[config.mk]
export PLATFORM = sky130hd
export DESIGN_NAME = sfu_pair_sched
export DESIGN_NICKNAME = d
export VERILOG_FILES = /design/src/rtl/sfu_pair_sched_pkg.sv /design/src/rtl/sfu_pair_idx_gen.sv /design/src/rtl/sfu_pair_sched.sv
export SDC_FILE = /design/constraint.sdc
export NUM_CORES = 1
export LEC_CHECK = 0
export BUFFER_PORTS_ARGS = -buffer_cell sky130_fd_sc_hd__buf_2
export CAP_MARGIN = 20
export CORE_MARGIN = 8
export CORE_UTILIZATION = 40
export CTS_BUF_LIST = sky130_fd_sc_hd__clkbuf_4 sky130_fd_sc_hd__clkbuf_8 sky130_fd_sc_hd__clkbuf_16
export DETAILED_ROUTE_END_ITERATION = 8
export GPL_TIMING_DRIVEN = 0
export PLACE_DENSITY = 0.6
export SYNTH_ARGS = -nofsm -noshare
export SYNTH_HDL_FRONTEND = slang
export SYNTH_SLANG_ARGS = --single-unit
[constraint.sdc]
create_clock -name clk -period 3.4 [get_ports clk]
set_clock_uncertainty 0.2 [all_clocks]
set_input_delay 0.34 -clock clk [delete_from_list [all_inputs] [get_ports clk]]
set_output_delay 0.34 -clock clk [all_outputs]
set_load 0.05 [all_outputs]
[src/rtl/sfu_pair_sched_pkg.sv]
// Shared definitions for the SFU pair scheduler: state encoding and sizing helpers.
package sfu_pair_sched_pkg;

  typedef enum logic [1:0] {
    ST_LOAD  = 2'd0,
    ST_ISSUE = 2'd1,
    ST_DRAIN = 2'd2,
    ST_DONE  = 2'd3
  } sched_state_e;

  // Ceiling log2 with a floor of one bit so single-value counters still get a wire.
  function automatic int clog2(input int value);
    int r;
    r = 0;
    while ((1 << r) < value) r++;
    return (r < 1) ? 1 : r;
  endfunction

  // Number of unordered pairs (i<j) among n candidates.
  function automatic int pair_count(input int n);
    return (n * (n - 1)) / 2;
  endfunction

endpackage

[src/rtl/sfu_pair_idx_gen.sv]
// Pair index generator: walks (i,j) over all i<j and delays each issued pair so
// it lines up with the matching SFU-check response.
module sfu_pair_idx_gen
  import sfu_pair_sched_pkg::*;
#(
  parameter int NUM_ANT  = 8,
  parameter int PIPE_LAT = 1,
  localparam int IW      = clog2(NUM_ANT)
) (
  input  logic          clk,
  input  logic          rst,
  input  logic          start_i,
  input  logic          advance_i,
  output logic [IW-1:0] i_o,
  output logic [IW-1:0] j_o,
  output logic          last_o,
  output logic [IW-1:0] rsp_i_o,
  output logic [IW-1:0] rsp_j_o
);

  localparam logic [IW-1:0] LAST_I = IW'(NUM_ANT - 2);
  localparam logic [IW-1:0] LAST_J = IW'(NUM_ANT - 1);

  logic [IW-1:0] i_q, i_d, j_q, j_d;
  // Stage 0 holds the pair currently on the chk_* outputs; stage PIPE_LAT is
  // the pair whose result is on chk_y_valid.
  logic [IW-1:0] pipe_i_q [PIPE_LAT+1];
  logic [IW-1:0] pipe_j_q [PIPE_LAT+1];

  assign last_o  = (i_q == LAST_I) && (j_q == LAST_J);
  assign i_o     = i_q;
  assign j_o     = j_q;
  assign rsp_i_o = pipe_i_q[PIPE_LAT];
  assign rsp_j_o = pipe_j_q[PIPE_LAT];

  // Next pair: wrap j to i+1 when j reaches the last entry; hold on the last pair.
  always_comb begin
    i_d = i_q;
    j_d = j_q;
    if (start_i) begin
      i_d = '0;
      j_d = IW'(1);
    end else if (advance_i && !last_o) begin
      if (j_q == LAST_J) begin
        i_d = i_q + IW'(1);
        j_d = i_q + IW'(2);
      end else begin
        j_d = j_q + IW'(1);
      end
    end
  end

  // Pair counter register.
  always_ff @(posedge clk) begin
    if (rst) begin
      i_q <= '0;
      j_q <= IW'(1);
    end else begin
      i_q <= i_d;
      j_q <= j_d;
    end
  end

  // Free-running index delay line aligned to the SFU-check latency.
  always_ff @(posedge clk) begin
    if (rst) begin
      for (int k = 0; k <= PIPE_LAT; k++) begin
        pipe_i_q[k] <= '0;
        pipe_j_q[k] <= '0;
      end
    end else begin
      pipe_i_q[0] <= i_q;
      pipe_j_q[0] <= j_q;
      for (int k = 1; k <= PIPE_LAT; k++) begin
        pipe_i_q[k] <= pipe_i_q[k-1];
        pipe_j_q[k] <= pipe_j_q[k-1];
      end
    end
  end

endmodule

[src/rtl/sfu_pair_sched.sv]
// SFU pair scheduler: loads NUM_ANT candidates, issues every pair to the SFU-check
// stage, and folds the same-SFU flags into a conflict mask and pair count.
// Optional macro SFU_SCHED_TIMEOUT_EN adds a DRAIN timeout that raises err.
module sfu_pair_sched
  import sfu_pair_sched_pkg::*;
#(
  parameter int DATA_WIDTH  = 8,
  parameter int LABEL_WIDTH = 4,
  parameter int NUM_ANT     = 8,
  parameter int PIPE_LAT    = 1,
  parameter int TIMEOUT_CYC = 4,
  localparam int CNT_W      = clog2(pair_count(NUM_ANT) + 1)
) (
  input  logic                   clk,
  input  logic                   rst,
  input  logic                   in_valid,
  output logic                   in_ready,
  input  logic [DATA_WIDTH-1:0]  in_data,
  input  logic [LABEL_WIDTH-1:0] in_label,
  output logic                   chk_valid,
  output logic [DATA_WIDTH-1:0]  chk_x_0,
  output logic [DATA_WIDTH-1:0]  chk_x_1,
  output logic [LABEL_WIDTH-1:0] chk_label_0,
  output logic [LABEL_WIDTH-1:0] chk_label_1,
  input  logic                   chk_y_valid,
  input  logic                   chk_flag_same_sfu,
  output logic                   out_valid,
  input  logic                   out_ready,
  output logic [NUM_ANT-1:0]     conflict_mask,
  output logic [CNT_W-1:0]       conflict_cnt,
  output logic                   err
);

  localparam int IW = clog2(NUM_ANT);
  localparam logic [IW-1:0]    LAST_LOAD = IW'(NUM_ANT - 1);
  localparam logic [CNT_W-1:0] NUM_PAIRS = CNT_W'(pair_count(NUM_ANT));

  if (NUM_ANT < 2 || PIPE_LAT < 1 || TIMEOUT_CYC < 1) begin : g_bad_cfg
    $error("sfu_pair_sched: NUM_ANT >= 2, PIPE_LAT >= 1, TIMEOUT_CYC >= 1 required");
  end

  sched_state_e state_q, state_d;
  logic [IW-1:0]          load_idx_q;
  logic [DATA_WIDTH-1:0]  ent_data_q  [NUM_ANT];
  logic [LABEL_WIDTH-1:0] ent_label_q [NUM_ANT];
  logic                   in_ready_q, out_valid_q, chk_valid_q;
  logic [DATA_WIDTH-1:0]  chk_x_0_q, chk_x_1_q;
  logic [LABEL_WIDTH-1:0] chk_label_0_q, chk_label_1_q;
  logic [CNT_W-1:0]       resp_cnt_q, cnt_q;
  logic [NUM_ANT-1:0]     mask_q;

  logic          beat, last_beat, pair_start, issue, capture, accept;
  logic [IW-1:0] pi, pj, rsp_i, rsp_j;
  logic          last_pair;

  sfu_pair_idx_gen #(
    .NUM_ANT (NUM_ANT),
    .PIPE_LAT(PIPE_LAT)
  ) u_idx (
    .clk      (clk),
    .rst      (rst),
    .start_i  (pair_start),
    .advance_i(issue),
    .i_o      (pi),
    .j_o      (pj),
    .last_o   (last_pair),
    .rsp_i_o  (rsp_i),
    .rsp_j_o  (rsp_j)
  );

  assign beat      = (state_q == ST_LOAD) && in_valid && in_ready_q;
  assign last_beat = beat && (load_idx_q == LAST_LOAD);
  assign accept    = (state_q == ST_DONE) && out_valid_q && out_ready;
  // Responses outside ISSUE/DRAIN belong to an aborted round and are dropped.
  assign capture   = chk_y_valid && ((state_q == ST_ISSUE) || (state_q == ST_DRAIN));

`ifdef SFU_SCHED_TIMEOUT_EN
  localparam int TW = clog2(PIPE_LAT + TIMEOUT_CYC + 1);
  localparam logic [TW-1:0] TMO_INIT = TW'(PIPE_LAT + TIMEOUT_CYC - 1);
  logic [TW-1:0] tmo_q;
  logic          tmo_hit, err_q;

  // DRAIN watchdog: reload on entry, count down to terminal count zero.
  always_ff @(posedge clk) begin
    if (rst) begin
      tmo_q <= '0;
      err_q <= 1'b0;
    end else begin
      if (state_d == ST_DRAIN && state_q != ST_DRAIN) tmo_q <= TMO_INIT;
      else if (state_q == ST_DRAIN && tmo_q != '0)    tmo_q <= tmo_q - TW'(1);
      if (last_beat)    err_q <= 1'b0;
      else if (tmo_hit) err_q <= 1'b1;
    end
  end

  assign err = err_q;
`else
  assign err = 1'b0;
`endif

  // Next-state and per-cycle control strobes.
  always_comb begin
    state_d    = state_q;
    pair_start = 1'b0;
    issue      = 1'b0;
`ifdef SFU_SCHED_TIMEOUT_EN
    tmo_hit    = 1'b0;
`endif
    case (state_q)
      ST_LOAD: begin
        if (last_beat) begin
          state_d    = ST_ISSUE;
          pair_start = 1'b1;
        end
      end
      ST_ISSUE: begin
        issue = 1'b1;
        if (last_pair) state_d = ST_DRAIN;
      end
      ST_DRAIN: begin
        if (resp_cnt_q == NUM_PAIRS) state_d = ST_DONE;
`ifdef SFU_SCHED_TIMEOUT_EN
        else if (tmo_q == '0) begin
          state_d = ST_DONE;
          tmo_hit = 1'b1;
        end
`endif
      end
      ST_DONE: begin
        if (accept) state_d = ST_LOAD;
      end
      default: state_d = ST_LOAD;
    endcase
  end

  // State register plus registered handshake flags derived from the next state.
  always_ff @(posedge clk) begin
    if (rst) begin
      state_q     <= ST_LOAD;
      in_ready_q  <= 1'b0;
      out_valid_q <= 1'b0;
    end else begin
      state_q     <= state_d;
      in_ready_q  <= (state_d == ST_LOAD);
      out_valid_q <= (state_d == ST_DONE);
    end
  end

  // Entry buffer and load index.
  always_ff @(posedge clk) begin
    if (rst) begin
      load_idx_q <= '0;
      for (int k = 0; k < NUM_ANT; k++) begin
        ent_data_q[k]  <= '0;
        ent_label_q[k] <= '0;
      end
    end else begin
      if (beat) begin
        ent_data_q[load_idx_q]  <= in_data;
        ent_label_q[load_idx_q] <= in_label;
        if (!last_beat) load_idx_q <= load_idx_q + IW'(1);
      end
      if (accept) load_idx_q <= '0;
    end
  end

  // Registered pair outputs toward the SFU-check stage.
  always_ff @(posedge clk) begin
    if (rst) begin
      chk_valid_q   <= 1'b0;
      chk_x_0_q     <= '0;
      chk_x_1_q     <= '0;
      chk_label_0_q <= '0;
      chk_label_1_q <= '0;
    end else begin
      chk_valid_q <= issue;
      if (issue) begin
        chk_x_0_q     <= ent_data_q[pi];
        chk_x_1_q     <= ent_data_q[pj];
        chk_label_0_q <= ent_label_q[pi];
        chk_label_1_q <= ent_label_q[pj];
      end
    end
  end

  // Result accumulation; cleared on the last load beat, frozen outside ISSUE/DRAIN.
  always_ff @(posedge clk) begin
    if (rst) begin
      resp_cnt_q <= '0;
      cnt_q      <= '0;
      mask_q     <= '0;
    end else if (last_beat) begin
      resp_cnt_q <= '0;
      cnt_q      <= '0;
      mask_q     <= '0;
    end else if (capture) begin
      resp_cnt_q <= resp_cnt_q + CNT_W'(1);
      if (chk_flag_same_sfu) begin
        cnt_q  <= cnt_q + CNT_W'(1);
        mask_q <= mask_q | (NUM_ANT'(1) << rsp_i) | (NUM_ANT'(1) << rsp_j);
      end
    end
  end

  assign in_ready      = in_ready_q;
  assign out_valid     = out_valid_q;
  assign chk_valid     = chk_valid_q;
  assign chk_x_0       = chk_x_0_q;
  assign chk_x_1       = chk_x_1_q;
  assign chk_label_0   = chk_label_0_q;
  assign chk_label_1   = chk_label_1_q;
  assign conflict_mask = mask_q;
  assign conflict_cnt  = cnt_q;

endmodule

* After elaboration in Yosys (flattened, before gate mapping)
Memories as Yosys holds them, arrays and structs flattened. A register that Yosys moved wholly into a read port is not among the register bits.
Index checks and enable logic that the tools add are counted.
** Storage, ports and cells
- Memories :: 4
- Output and inout bits :: 41
- Word-level logic and storage cells :: 82
- Bits in writable memories :: 108
- Register bits :: 32
- Bits of input ports :: 18
** Cells by class
- Bitwise logic cells :: 7
- Reductions and logical operators :: 20
- Shift-type cells :: 2
- $add $sub $neg :: 6
- Equality and inequality tests :: 8
- Multiplexer cells :: 25
** Memory list
- ent_data_q :: words 8, width 8, read ports 2, clocked after memory_dff 2, write ports 8, RTL line sfu_pair_sched.sv:44 : logic [DATA_WIDTH-1:0] ent_data_q [NUM_ANT];
- ent_label_q :: words 8, width 4, read ports 2, clocked after memory_dff 2, write ports 8, RTL line sfu_pair_sched.sv:45 : logic [LABEL_WIDTH-1:0] ent_label_q [NUM_ANT];
- u_idx.pipe_i_q :: words 2, width 3, read ports 2, clocked after memory_dff 0, write ports 2, RTL line sfu_pair_idx_gen.sv:27 : logic [IW-1:0] pipe_i_q [PIPE_LAT+1];
- u_idx.pipe_j_q :: words 2, width 3, read ports 2, clocked after memory_dff 0, write ports 2, RTL line sfu_pair_idx_gen.sv:28 : logic [IW-1:0] pipe_j_q [PIPE_LAT+1];
** Operator list (count)
- 3-bit two-way mux :: 7
- 8-bit bitwise OR :: 2
- 1-bit by 3-bit left shift with 8-bit output, first input constant :: 2
- 1-bit two-way mux :: 11
- 5-bit by 1-bit adder with 5-bit output, second input constant :: 2
- 3-bit by 1-bit adder with 3-bit output, second input constant :: 3
- 3-bit equality test, second input constant :: 3
- 1-bit logical AND :: 8
- 2-bit two-way mux :: 4
- 8-bit two-way mux :: 1
- 2-bit case mux with 4 select lines :: 1
- 8-bit OR reduction :: 1
- 2-bit equality test, second input constant :: 3
- 2-bit AND reduction :: 3
- 2-bit OR reduction :: 3
- 5-bit equality test, second input constant :: 1
- 2-bit logical NOT :: 2
- 4-bit two-way mux :: 1
- 1-bit bitwise OR :: 4
- 4-bit OR reduction :: 1
- 3-bit by 2-bit adder with 3-bit output, second input constant :: 1
- 2-bit by 1-bit equality test with 1-bit output, second input constant :: 1
- 1-bit logical NOT :: 1
- 1-bit logical OR :: 1
- 1-bit inverter :: 1

* Longest topological paths before layout
Gate-level depths: netlist (run 1).
- Depth in word-level cells :: 8
- Depth in mapped cells :: 8
- Mapped depth without buffers :: 6

* Modules after synthesis
Synthesis (run 1) repeated with hierarchy kept, for this count alone.
** Second synthesis, totals
- Cell total of the unflattened synthesis :: 611
- Area total of the unflattened synthesis :: 7708.6 µm²
** Modules (own cells, without submodules)
- sfu_pair_sched :: seq. area each 3883.7 µm², instances 1, area each 6980.4 µm², cells an instance 538
- sfu_pair_idx_gen :: seq. area each 360.3 µm², instances 1, area each 728.2 µm², cells an instance 73

* Worst setup path before layout (run 1)
Ideal clock, no wire load.
- Path type :: flip-flop to flip-flop
- Start point :: register u_idx.i_q[0] (netlist: u_idx.i_o[0])
- End point :: register in_ready_q (netlist: in_ready)
- Stages on the path, launching flop included :: 9
- Clock period less this slack :: 2080 ps
- Data required time :: 3140 ps
- Setup time :: 60 ps
- Slack :: 1320 ps
- Arrival :: 1820 ps
- Path buffers :: 2
- Cells stage by stage :: dfxtp_1 > buf_6 > buf_6 > inv_1 > ha_1 > and4_1 > or3_1 > o311ai_1 > and3_1
** On the way
- Cells in the longest elaborated chain, start to end :: 5
** Ends and longest elaborated chain
- from (decl) :: RTL line sfu_pair_idx_gen.sv:24 : logic [IW-1:0] i_q, i_d, j_q, j_d;
- from (signal assigned) :: RTL line sfu_pair_idx_gen.sv:59 : i_q <= i_d;
- 3-bit equality test :: RTL line sfu_pair_idx_gen.sv:30 : assign last_o = (i_q == LAST_I) && (j_q == LAST_J);
- 1-bit logical AND :: RTL line sfu_pair_idx_gen.sv:30
- 2-bit two-way mux :: RTL line sfu_pair_sched.sv:118 : if (last_pair) state_d = ST_DRAIN;
- 2-bit case mux with 4 select lines :: RTL line sfu_pair_sched.sv:109 : case (state_q)
- 2-bit logical NOT :: RTL line sfu_pair_sched.sv:144 : in_ready_q <= (state_d == ST_LOAD);
- to (signal assigned) :: RTL line sfu_pair_sched.sv:144
- to (decl) :: RTL line sfu_pair_sched.sv:46 : logic in_ready_q, out_valid_q, chk_valid_q;
Every way passes these cells.
A chain may end at the register's enable or synchronous reset.

* Worst setup path in the final report (run 1)
- Start point :: register state_q[1]
- End point :: register chk_label_0_q[1] (netlist: chk_label_0[1]), read port of ent_label_q
** On the way
- Cells in the longest elaborated chain, start to end :: 2
** Ends and longest elaborated chain
- from (decl) :: RTL line sfu_pair_sched.sv:42 : sched_state_e state_q, state_d;
- from (signal assigned) :: RTL line sfu_pair_sched.sv:143 : state_q <= state_d;
- 2-bit by 1-bit equality test with 1-bit output :: RTL line sfu_pair_sched.sv:109
- 1-bit two-way mux :: RTL line sfu_pair_sched.sv:109
- net issue :: RTL line sfu_pair_sched.sv:52 : logic beat, last_beat, pair_start, issue, capture, accept;
- to (decl) :: RTL line sfu_pair_sched.sv:48 : logic [LABEL_WIDTH-1:0] chk_label_0_q, chk_label_1_q;
The timed path passes the listed nets, and every way through them passes these cells.

==> impl_metrics.tcl, run 1 <==
set metrics [dict create \
    clock-root-buffer "clkbuf_16" \
    fmax_ghz 0.395 \
    syn2layout_area_growth_pct 15.4 \
    portBuffers 57 \
    power_density_nw_per_um2 470 \
    boundaryPins 59 \
    yosysUniqueCellTypes 48 \
    cts.sinks 164 \
    worst_setup_path_end_kind "register" \
    ant_nets 0 \
    timing.hold.worst.class "input port to register" \
    netlist.area_leader.share 0.372 \
    clock_power_share 0.443 \
    grt_pass1_vias 5456 \
    synth_edf_count 96 \
    drv_cap 0 \
    drc 0 \
    drive_gt1_frac 0.261 \
    cp.required_ns 3.52 \
    yosys_register_bits 164 \
    dp_cells 942 \
    whs_ns 0.0721 \
    place.gp.congestion 0.847 \
    num_vias 5239 \
    fp.dieW_um 155 \
    die_h_um 155 \
    post_drt_wl_per_cell_um 21.5 \
    worst_setup_path_start_kind "register" \
    drt_iter0_drc 506 \
    worstRegToRegCells 7 \
    p_sw_frac 0.224 \
    critPathMaxFanout 10 \
    ys.warnings.count 0 \
    synth_top_cell_by_area "edfxtp_1" \
    diodes 0 \
    clockBufferDepth 2 \
    nets 728 \
    maxSlewHeadroom 0.461 \
    avgViaCountPerCell 5.38 \
    ys_seq_area_frac 0.547 \
    htree_levels 4 \
    first_pass_iters 6 \
    grt_max_degree 17 \
    track_usage 0.178 \
    crit_type "register to register" \
    intPower_mw 3.26 \
    setup_violations 0 \
    p_sw_uw 943 \
    status "complete, no violations" \
    avgSynthCellArea_um2 12.5 \
    p_leak_nw 3.40 \
    utilization 0.464 \
    clk_transition_reported_paths_ns 0.06 \
    rsz0062_at_grt "false" \
    hold_violations 0 \
    tns_ns 0 \
    cts_setup_buffers 0 \
    ys.flop_type "edfxtp_1" \
    final_max_slew_viol_count 0 \
    cts_made_buffers 17 \
    antenna_found_initial 0 \
    hold_depth 2 \
    row_count 51 \
    yosysMostFrequentCell "and2_1" \
    ir_drop_mv 0.345 \
    combPwrFrac 0.038 \
    grt_first_pass_wirelength_um 31800 \
    period_share 0.744 \
    grt-ovfl-total 0 \
    crit_arrival_ns 2.65 \
    core_um2 19300 \
    start_util 0.402 \
    layout.cells.non_filler 974 \
    dieArea_um2 24100 \
    pwr-share-seq 0.518 \
    post_cts_resized 0 \
    syn-num-nets 652 \
    async_flop_share 0 \
    worst_slew_pin_slew_ns 0.808 \
    hold_buffers 0 \
    drt-total-wl_um 21000 \
    worstSkewPairLatency_ns 0.42 \
    synthCells 620 \
    fin_crit_ns 2.53 \
    yosys-top-cells-area "edfxtp_1, dfxtp_1, mux4_2, and2_1, mux2_2" \
    cts_tree "yes" \
    dp_hpwl_um 14400 \
    synthTopCellsByCount "and2_1, edfxtp_1, dfxtp_1, nor2_1, mux4_2" \
    synth_area_um2 7750 \
]
registers in the layout, summed over array words and instances, names as in the netlist:
| signal | count |
|---|---|
| chk_x_0 | 8 |
| u_idx.pipe_j_q | 6 |
| ent_label_q | 32 |
| ent_data_q | 64 |
| chk_label_0 | 4 |
| conflict_cnt | 5 |
| chk_valid | 1 |
| chk_label_1 | 4 |
| out_valid | 1 |
| resp_cnt_q | 5 |
| u_idx.i_o | 3 |
| u_idx.j_o | 3 |
| in_ready | 1 |
| conflict_mask | 8 |
| u_idx.pipe_i_q | 6 |
| state_q | 2 |
| chk_x_1 | 8 |
| load_idx_q | 3 |
final timing paths:
check | slack [ns] | end | from
min | 0.07 | ent_data_q[3][1] | in_data[1]
max reg2reg | 0.87 | chk_label_0[1] | state_q[1]
min reg2reg | 0.24 | u_idx.pipe_j_q[0][4] | u_idx.pipe_j_q[0][1]
max | 0.87 | chk_label_0[1] | state_q[1]
layer usage:
| metal | up-vias | global-route usage | wire length (um) |
|---|---|---|---|
| met1 | 2588 | 0.215 | 8710 |
| li1 | 2412 | - | - |
| met5 | - | 0 | 0 |
| met4 | 0 | 0.0564 | 376 |
| met2 | 207 | 0.311 | 10500 |
| met3 | 32 | 0.0408 | 1350 |
layout by cell type (no fill, tap or decap), types with 19 or more instances in the layout:
| cell | synthesis | final |
|---|---|---|
| nor2_1 | 51 | 51 |
| mux2_2 | 24 | 24 |
| edfxtp_1 | 96 | 96 |
| clkbuf_16 | 0 | 19 |
| and2_1 | 98 | 98 |
| mux4_2 | 36 | 36 |
| buf_2 | 8 | 65 |
| nor2b_1 | 22 | 22 |
| dfxtp_1 | 68 | 68 |
| o22ai_1 | 29 | 29 |
| nand2_1 | 25 | 25 |
| clkbuf_1 | 20 | 20 |
critical path, cell delays in order (launching register included):
cell and delay, ns:
dfxtp_1 0.41, inv_1 0.12, ha_1 0.33, buf_2 0.27, nor2_1 0.20, clkbuf_1 0.64
nand2_1 0.14, o31ai_1 0.11
kinds of logic (layout without fill, tap and decap cells):
family	after synthesis	in the layout	share of synthesized area
other	1	1	0.000484
AND/OR/NAND/NOR	247	247	0.176
buffers and inverters	49	138	0.0352
multiplexers	65	65	0.146
AO/OA/AOI/OAI	69	69	0.0607
flip-flops	164	164	0.547
adder cells (fa/ha/maj)	14	14	0.0226
XOR/XNOR	11	11	0.0124
layout make-up:
cell class	count	area [um2]
clock buffer	20	489
inverter	9	33.8
fill	1757	10300
clock inverter	12	87.6
timing repair buffer	57	285
buffer	40	239
multi-input combinational	407	3240
sequential	164	4240
tap	265	332
power by group through the flow:
| stage | logic (mW) | clock network, mW | registers [mW] |
|---|---|---|---|
| 2_1_floorplan | 0.0979 | 0 | 2.21 |
| 3_3_place_gp | 0.156 | 0 | 2.22 |
| 3_5_place_dp | 0.161 | 0 | 2.22 |
| 4_1_cts | 0.162 | 1.88 | 2.18 |
| 5_1_grt | 0.172 | 1.96 | 2.18 |
| 6_report | 0.161 | 1.86 | 2.18 |
per-stage QoR:
| step | total power [mW] | cell area (um2) | setup WS, ns |
|---|---|---|---|
| 4_1_cts | 4.22 | 8950 | 0.929 |
| 6_report | 4.20 | 8950 | 0.869 |
| 2_1_floorplan | 2.30 | 7750 | 1.32 |
| 5_1_grt | 4.31 | 8950 | 0.720 |
| 3_5_place_dp | 2.38 | 8370 | 0.822 |
| 3_3_place_gp | 2.37 | 8370 | 0.837 |
(Power assumes the default switching activity.)
==> run 2, diff against run 1 <==
ABC_AREA = 1   (was unset)
clock period = 2.5 ns   (was 3.4 ns; I/O delays follow)
==> run 2 against run 1 <==
Effect of this change:
- sequential share of layout area shrank 3.0 points
- hold slack lost 0.057 ns
- via count grew 37%
- die area is 6.2% higher
- sequential power increased by 38%
- design area increased by 6.7%
- total power increased by 43%
- routed wire length grew 16%
- largest power group unchanged
==> impl_metrics.tcl, run 2 <==
set metrics [dict create \
    status "complete, no violations" \
    drive_gt1_frac 0.129 \
    p_sw_mw 1.49 \
    dpl_worst_slack_ns -0.0175 \
    multiInputGateArea_um2 3150 \
    cts_made_buffers 17 \
    cts_tree "yes" \
    worst_setup_path_end_kind "register" \
    layout_setup_ws_ns 0.207 \
    fin_crit_ns 2.29 \
    ir_drop_mv 0.422 \
    met2_usage 0.292 \
    drv_cap 0 \
    drc 0 \
    post_drt_wl_per_cell_um 16.8 \
    clock_power_share 0.443 \
    worst_slew_pin_slew_ns 0.907 \
    num_vias 7157 \
    num-fill-cells 2068 \
    drt-total-wl_um 24300 \
    regMostFlops "ent_data_q" \
    clockBufferDepth 2 \
    final_common_cell "nand2_1" \
    synthCells 1081 \
    ys.flop_type "edfxtp_1" \
    final_max_slew_viol_count 0 \
    reg.largest.list "ent_data_q (64), ent_label_q (32)" \
    yosysUniqueCellTypes 31 \
    yosys-top-cells-area "edfxtp_1, dfxtp_1, nand2_1, nand3_1, nor2_1" \
    synth_edf_count 96 \
    rsz0062_at_grt "false" \
    track_usage 0.190 \
    tns_ns 0 \
    pwr-share-seq 0.497 \
    maxSlewHeadroom 0.395 \
    period_share 0.917 \
    grtUsageMet3 0.0445 \
    intPower_mw 4.54 \
    grt_pass1_vias 6616 \
    htree_levels 4 \
    syn-num-nets 1113 \
    largest_register_ffs 64 \
    layout_common_cells "nand2_1, nor2_1, inv_1" \
    p_leak_nw 4.38 \
    async_flop_share 0 \
    synth_area_um2 8290 \
    cp.required_ns 2.40 \
    timing.hold.worst.class "input port to register" \
    start_util 0.409 \
    max_stage_delay_ns 0.35 \
    clk_transition_reported_paths_ns 0.07 \
    synthTopCellsByCount "nand2_1, nor2_1, inv_1, nand3_1, edfxtp_1" \
    synth_top_cell_by_area "edfxtp_1" \
    avgViaCountPerCell 4.97 \
    avgSynthCellArea_um2 7.67 \
    core_um2 20300 \
    boundaryPins 59 \
    nets 1190 \
    portBuffers 56 \
    yosysMostFrequentCell "nand2_1" \
    dp_hpwl_um 18200 \
    ant_nets 0 \
    crit_arrival_ns 2.19 \
    cts_setup_buffers 0 \
    seq_area_um2 4240 \
    row_count 52 \
    drt_iter0_drc 695 \
    grt_max_degree 17 \
    netlist.area_leader.share 0.348 \
    cp_top_family "simple AND/OR/NAND/NOR gates" \
    hold_violations 0 \
    place.gp.congestion 0.911 \
    clock-root-buffer "clkbuf_16" \
    setup_violations 0 \
    crit_slowest_cell "dfxtp_1" \
    ys.warnings.count 0 \
    grt_first_pass_wirelength_um 37900 \
    critPathMaxFanout 12 \
    grt-ovfl-total 0 \
    power_density_nw_per_um2 632 \
    yosys_register_bits 164 \
    syn2layout_area_growth_pct 15.1 \
    dieArea_um2 25600 \
    combPwrFrac 0.060 \
    ys_seq_area_frac 0.512 \
    worst_setup_path_start_kind "register" \
    die_h_um 160 \
    cts.sinks 164 \
    fmax_ghz 0.436 \
    crit_chain "inv_1 > ha_1 > nand3_1 > inv_1 > nand2_4 > nor2_4 > nand2_2 > buf_6 > nand2_2" \
    grtUsageMet1 0.262 \
    p_sw_frac 0.247 \
    power_mw 6.03 \
    crit_type "register to register" \
    crit_buf_inv 3 \
    worstSkewPairLatency_ns 0.44 \
    antenna_found_initial 0 \
    diodes 0 \
    fp.dieW_um 160 \
    first_pass_iters 7 \
    busiest_layer "met2" \
]
[run 2: layout make-up]
class | count | share of cell area
tap | 270 | 0.0354
buffer | 54 | 0.0333
multi-input combinational | 702 | 0.330
clock inverter | 12 | 0.0119
timing repair buffer | 58 | 0.0315
inverter | 161 | 0.0633
clock buffer | 20 | 0.0501
sequential | 164 | 0.445
[run 2: worst paths after layout]
kind / startpoint / to / slack, ns / cells after the start
worst max-delay path: state_q[1] / ent_data_q[3][6] / 0.21 / 9
worst min-delay path: chk_y_valid / resp_cnt_q[0] / 0.01 / 4
worst max register to register: state_q[1] / ent_data_q[3][6] / 0.21 / 9
worst min register to register: u_idx.pipe_i_q[0][1] / u_idx.pipe_i_q[0][4] / 0.20 / 2
[run 2: kinds of logic (layout without fill, tap and decap cells)]
| kind of cell | count (synthesis) | count (layout) | synth area share |
|---|---|---|---|
| AND/OR/NAND/NOR | 610 | 610 | 0.307 |
| buffers and inverters | 215 | 305 | 0.111 |
| flip-flops | 164 | 164 | 0.512 |
| AO/OA/AOI/OAI | 74 | 74 | 0.0456 |
| adder cells (fa/ha/maj) | 14 | 14 | 0.0211 |
| XOR/XNOR | 3 | 3 | 0.00317 |
| other | 1 | 1 | 0.000452 |
[run 2: worst register-to-register path, cell delays in order (launching register included)]
cell and delay [ns]:
dfxtp_1 0.35, inv_1 0.13, ha_1 0.19, nand3_1 0.14, inv_1 0.12, nand2_4 0.07
nor2_4 0.17, nand2_2 0.11, buf_6 0.17, nand2_2 0.29
[run 2: power groups by stage]
| stage | Combinational, mW | Clock (mW) | Sequential, mW |
|---|---|---|---|
| 3_5_place_dp | 0.355 | 0 | 3.06 |
| 5_1_grt | 0.408 | 2.82 | 3.00 |
| 4_1_cts | 0.361 | 2.68 | 3.00 |
| 6_report | 0.364 | 2.67 | 3.00 |
| 3_3_place_gp | 0.351 | 0 | 3.05 |
| 2_1_floorplan | 0.227 | 0 | 3.05 |
[run 2: timing repair]
item	CTS	global route
endpoints found under the setup margin	36	60
hold endpoints to repair	4	0
hold buffers	2	0
gates resized for setup	3	5
[run 2: routing by layer]
layer | vias to the layer above | share of wire
li1 | 3551 | -
met1 | 3304 | 0.46
met2 | 280 | 0.44
met3 | 22 | 0.085
met4 | 0 | 0.014
met5 | - | 0
[run 2: metrics by stage]
stage | utilization | cell area (um2) | std cells | hold slack, ns
after floorplan | - | 8290 | 1081 | 0.188
after detailed placement | 0.439 | 8910 | 1407 | 0.194
after CTS | 0.470 | 9530 | 1441 | 0.0142
after global routing | 0.470 | 9540 | 1441 | 0.0367
final | 0.470 | 9540 | 1441 | 0.0148
after global placement | 0.439 | 8910 | 1407 | 0.191
